**src/rtl/tick_to_level_moore_if.sv**
```systemverilog
// ============================================================================
// tick_to_level_moore_if : request/level bundle for the tick-to-level stretcher
// Rev 1.0
// ============================================================================
`default_nettype none

interface tick_to_level_moore_if;
    logic tick;
    logic retrig_en;
    logic level;
    logic busy;
    logic drop;

    modport master (
        output tick,
        output retrig_en,
        input  level,
        input  busy,
        input  drop
    );

    modport slave (
        input  tick,
        input  retrig_en,
        output level,
        output busy,
        output drop
    );
endinterface

`default_nettype wire

```
**src/rtl/tick_to_level_moore.sv**
```systemverilog
// ============================================================================
// tick_to_level_moore : stretches single-cycle ticks into paced level pulses
// Rev 1.0
// ============================================================================
`default_nettype none

module tick_to_level_moore #(
    parameter int HIGH_CYCLES = 4,
    parameter int GAP_CYCLES  = 2,
    parameter int CNT_W       = 8
) (
    input  logic                  clk,
    input  logic                  rst,
    tick_to_level_moore_if.slave  bus
);

    localparam logic [1:0] S_IDLE = 2'b00;
    localparam logic [1:0] S_HIGH = 2'b01;
    localparam logic [1:0] S_GAP  = 2'b10;

    localparam logic [CNT_W-1:0] C_HIGH_LOAD = CNT_W'(HIGH_CYCLES - 1);
    localparam logic [CNT_W-1:0] C_GAP_LOAD  = (GAP_CYCLES > 0) ? CNT_W'(GAP_CYCLES - 1) : '0;
    localparam logic [CNT_W-1:0] C_ONE       = CNT_W'(1);
    localparam bit               C_HAS_GAP   = (GAP_CYCLES > 0);

    logic [1:0]       state_q, state_d;
    logic [CNT_W-1:0] cnt_q, cnt_d;
    logic             pending_q, pending_d;
    logic             drop_q, drop_d;

    logic w_last;
    logic w_retrig;

    assign w_last   = (cnt_q == '0);
    assign w_retrig = bus.tick & bus.retrig_en;

    always_ff @(posedge clk or negedge rst) begin
        if (!rst) begin
            state_q   <= S_IDLE;
            cnt_q     <= '0;
            pending_q <= 1'b0;
            drop_q    <= 1'b0;
        end else begin
            state_q   <= state_d;
            cnt_q     <= cnt_d;
            pending_q <= pending_d;
            drop_q    <= drop_d;
        end
    end

    // A queued tick fills the one-deep slot, or is dropped if it is already full.
    always_comb begin
        state_d   = state_q;
        cnt_d     = cnt_q;
        pending_d = pending_q;
        drop_d    = 1'b0;
        case (state_q)
            S_IDLE: begin
                if (bus.tick) begin
                    state_d = S_HIGH;
                    cnt_d   = C_HIGH_LOAD;
                end
            end
            S_HIGH: begin
                if (w_retrig) begin
                    cnt_d = C_HIGH_LOAD;
                end else if (!w_last) begin
                    cnt_d     = cnt_q - C_ONE;
                    pending_d = pending_q | bus.tick;
                    drop_d    = pending_q & bus.tick;
                end else if (C_HAS_GAP) begin
                    state_d   = S_GAP;
                    cnt_d     = C_GAP_LOAD;
                    pending_d = pending_q | bus.tick;
                    drop_d    = pending_q & bus.tick;
                end else if (pending_q) begin
                    // Zero gap: back-to-back pulses merge into one continuous level.
                    cnt_d     = C_HIGH_LOAD;
                    pending_d = bus.tick;
                end else if (bus.tick) begin
                    cnt_d = C_HIGH_LOAD;
                end else begin
                    state_d = S_IDLE;
                end
            end
            S_GAP: begin
                if (!w_last) begin
                    cnt_d     = cnt_q - C_ONE;
                    pending_d = pending_q | bus.tick;
                    drop_d    = pending_q & bus.tick;
                end else if (pending_q) begin
                    state_d   = S_HIGH;
                    cnt_d     = C_HIGH_LOAD;
                    pending_d = bus.tick;
                end else if (bus.tick) begin
                    state_d = S_HIGH;
                    cnt_d   = C_HIGH_LOAD;
                end else begin
                    state_d = S_IDLE;
                end
            end
            default: begin
                state_d   = S_IDLE;
                cnt_d     = '0;
                pending_d = 1'b0;
            end
        endcase
    end

    always_comb begin
        bus.level = (state_q == S_HIGH);
        bus.busy  = (state_q == S_HIGH) || (state_q == S_GAP);
        bus.drop  = drop_q;
    end

endmodule

`default_nettype wire

```
**src/flat_wrapper.sv**
```systemverilog
// flat-port wrapper written by rule: the top's interface ports become plain ports
module tick_to_level_moore_flat 
#(
    parameter int HIGH_CYCLES = 4,
    parameter int GAP_CYCLES  = 2,
    parameter int CNT_W       = 8
)
  (clk, rst, bus_tick, bus_retrig_en, bus_level, bus_busy, bus_drop);
  tick_to_level_moore_if bus_i ();
  input  logic clk;
  input  logic rst;
  input wire logic [$bits(bus_i.tick)-1:0] bus_tick;
  input wire logic [$bits(bus_i.retrig_en)-1:0] bus_retrig_en;
  output wire logic [$bits(bus_i.level)-1:0] bus_level;
  output wire logic [$bits(bus_i.busy)-1:0] bus_busy;
  output wire logic [$bits(bus_i.drop)-1:0] bus_drop;
  assign bus_i.tick = bus_tick;
  assign bus_i.retrig_en = bus_retrig_en;
  assign bus_level = bus_i.level;
  assign bus_busy = bus_i.busy;
  assign bus_drop = bus_i.drop;
  tick_to_level_moore #(.HIGH_CYCLES(HIGH_CYCLES), .GAP_CYCLES(GAP_CYCLES), .CNT_W(CNT_W)) u_core (.clk(clk), .rst(rst), .bus(bus_i));
endmodule
```
**config.mk**
```make
export PLATFORM = sky130hd
export DESIGN_NAME = tick_to_level_moore_flat
export DESIGN_NICKNAME = d
export VERILOG_FILES = /design/src/rtl/tick_to_level_moore_if.sv /design/src/rtl/tick_to_level_moore.sv /design/src/flat_wrapper.sv
export SDC_FILE = /design/constraint.sdc
export NUM_CORES = 1
export LEC_CHECK = 0
export CORE_MARGIN = 2
export CORE_UTILIZATION = 25
export CTS_BUF_LIST = sky130_fd_sc_hd__clkbuf_8
export CTS_CLUSTER_SIZE = 28
export DETAILED_ROUTE_END_ITERATION = 10
export MAX_ROUTING_LAYER = met4
export PLACE_DENSITY = 0.44
export SKIP_CTS_REPAIR_TIMING = 1
export SYNTH_ARGS = -nofsm -noshare
export SYNTH_HDL_FRONTEND = slang
export SYNTH_SLANG_ARGS = --single-unit
```
**constraint.sdc**
```tcl
create_clock -name clk -period 2.4 [get_ports clk]
set_clock_uncertainty 0.05 [all_clocks]
set_input_delay 0.72 -clock clk [delete_from_list [all_inputs] [get_ports clk]]
set_output_delay 0.72 -clock clk [all_outputs]
set_load 0.005 [all_outputs]
```
==> out/results.txt <==
Die area - 4130 sq um
Xor and xnor area share after synthesis - 0%
FF+latch count, synth - 12
Longest Clk Path Bufs - 2
Final wirelength - 2280 um
Post-Syn Area - 907 sq um
Die Y - 64.2 um
CTS root buffer - clkbuf_8
Num ports - 7
Critical-path top delay cell - clkdlybuf4s50_1
Sequential share of power - 26.7%
Hold Path Class - reg -> reg
Core footprint - 3420 sq um
Total track usage - 12.8%
Number of port buffers - 6
Critical Setup Path Class - reg -> out
Fillers - 380
Sequential element share of the synthesized area - 33.1%
Clock latency on the worst-skew pair - 0.24 ns
Internal Power - 734 uW
Slowest stage delay, CP - 0.50 ns
Asr flop ratio synth - 100%
Startpoint types - register
Critical path fanouts, max - 5
Leak - 0.436 nW
Layout area overhead - 20.7%
CP top delay family - buffers and inverters
Hold Vio Cnt, Final - 0
Drt initial violations - 74
Layout net count - 126
Final setup margin - 0.0816 ns
Adder-cell share of the synthesized area - 8.28%
Distinct cell type count after synthesis - 44
Number of max-cap violations - 0
Status - finished, final reports clean
Pre-Repair DR Iteration Count - 4
Simple-gate share of the synthesized area - 26.3%
Main combinational cell family by area after synthesis - simple AND/OR/NAND/NOR gates
VDD IR-drop max - 0.000468 V
Post-synth EDFFs - 0
DP HPWL - 1720 um
Cells along the critical path - inv_1, ha_4, clkdlybuf4s50_1
# rows - 21
Post-DRT Antenna Nets - 0
Setup violators final - 0
Post-synthesis compound-gate area fraction - 25.8%
Sw Pwr - 571 uW
Largest net degree at the start of global routing - 13
Clk pwr share - 14.2%
Synthesized area per cell - 8.64 sq um
DR WL/cell - 14.3 um
Routed via count - 821
Vias per cell - 5.13
Slew @ Worst Pin - 0.580 ns
Reg area - 300 sq um
Final hold slack - 0.540 ns
Yosys warning total - 0
Area of the multi-input gates - 561 sq um
GRT Residual Overflow - 0
Final Wtd Congestion - 0.843
PwrDens - 1190 nW/um^2
RSZ-0062 raised after global routing - no
Number of global-route vias before repair - 842
CP endpoint kind - output port
Crit path buf inv count - 2
Mapped Nets - 115
Minimum clock period after layout - 2.32 ns
Max-slew violation count - 0
Post-synth top flop - dfrtp_1
Pre-CTS setup slack - 0.0956 ns
Total CTS buffers - 3
H-tree levels - 1
Final period utilization - 96.6%
Initial Util - 26.6%
Worst Path Arrival - 1.55 ns
Clock transition at path regs - 0.06 ns
Diode count - 0
Die width - 64.2 um
Clock sinks - 12
Critical Path RT - 1.63 ns
First-pass GRT wire length - 4080 um
Headroom to the max-slew limit - 61.2%
CTS tree - done
Sw Ratio - 43.8%
DRC - 0
Syn Inst Count - 105
Mux contribution to synthesized area - 0%
Initial antenna violation count - 0
Combinational power share - 59.1%
Max frequency - 431 MHz
Layout cells sized above 1 - 12.3%
## through the flow
| step | util, % | setup TNS, ns | std cells | power, mW | instance area (sq um) |
|---|---|---|---|---|---|
| floorplan | - | 0 | 105 | 0.868 | 907 |
| CTS | 31.7 | -0.0133 | 160 | 1.28 | 1080 |
| global placement | 30.5 | 0 | 157 | 1.09 | 1040 |
| finish | 32.1 | 0 | 160 | 1.30 | 1090 |
| detailed placement | 30.5 | 0 | 157 | 1.09 | 1040 |
| global route | 32.1 | 0 | 160 | 1.42 | 1090 |
## synthesized netlist by cell type, types with 2 or more instances
master    instances  area (sq um)
a311oi_1          3          26.3
nor2_1            9          33.8
nand3b_1          2          15.0
nand2_1           9          33.8
buf_2             2          10.0
nand3_1           2          10.0
dfrtp_1          12           300
inv_1             8          30.0
nor3_1            5          25.0
or3_1             2          12.5
a221oi_1          2          17.5
nand2b_1          2          12.5
ha_1              6          75.1
a21oi_1           9          45.0
clkbuf_1          3          11.3
## layer usage
layer / track usage, % / up-vias / part of all wire [%]
li1: - / 410 / -
met2: 19.5 / 12 / 46
met3: 3.70 / 2 / 3.0
met4: 1.60 / 0 / 0.79
met5: - / - / 0
met1: 17.5 / 397 / 50
## layout by cell type (no fill, tap or decap), types with 2 or more instances in the layout
master	count
nand3_1	2
buf_4	6
inv_1	8
a311oi_1	3
nand2_1	9
nor3_1	5
or3_1	2
dfrtp_1	12
nand2b_1	2
a221oi_1	2
clkbuf_8	3
ha_1	5
a21oi_1	9
nor2_1	9
nand3b_1	2
clkdlybuf4s50_1	6
## registers in the layout, indices dropped and copies added (netlist names)
register / count
u_core.pending_q: 1
u_core.state_q: 2
u_core.bus.drop: 1
u_core.cnt_q: 8
## worst paths after layout
check                                  startpoint               to  slack [ns]  depth (start not counted)
max in group asynchronous                     rst  u_core.cnt_q[1]        1.12                          1
min in group asynchronous                     rst  u_core.cnt_q[5]        0.80                          1
worst min-delay path              u_core.cnt_q[6]  u_core.cnt_q[6]        0.54                          1
worst max-delay path            u_core.state_q[0]         bus_busy        0.08                          3
worst min register to register    u_core.cnt_q[6]  u_core.cnt_q[6]        0.54                          1
worst max register to register  u_core.state_q[1]  u_core.cnt_q[4]        0.47                          7
## power by group through the flow
stage,registers [mW],logic [mW],clock network [mW]
global route,0.360,0.860,0.201
global placement,0.351,0.736,0
CTS,0.349,0.741,0.194
detailed placement,0.351,0.737,0
finish,0.349,0.771,0.185
floorplan,0.320,0.548,0
## area by class of cell
| cell class | count | area share (%) |
|---|---|---|
| multi-input cells | 79 | 51.2 |
| flip-flops and latches | 12 | 27.4 |
| repair buffers | 12 | 9.60 |
| well taps | 46 | 5.26 |
| clock buffers | 3 | 3.77 |
| inverters | 8 | 2.74 |
## cell families after synthesis
group	count (synthesis)
AOI/OAI and AO/OA	31
adders and majority gates	6
buffers and inverters	14
DFF	12
and+or+nand+nor	42
Power figures use the tool's default switching activity.
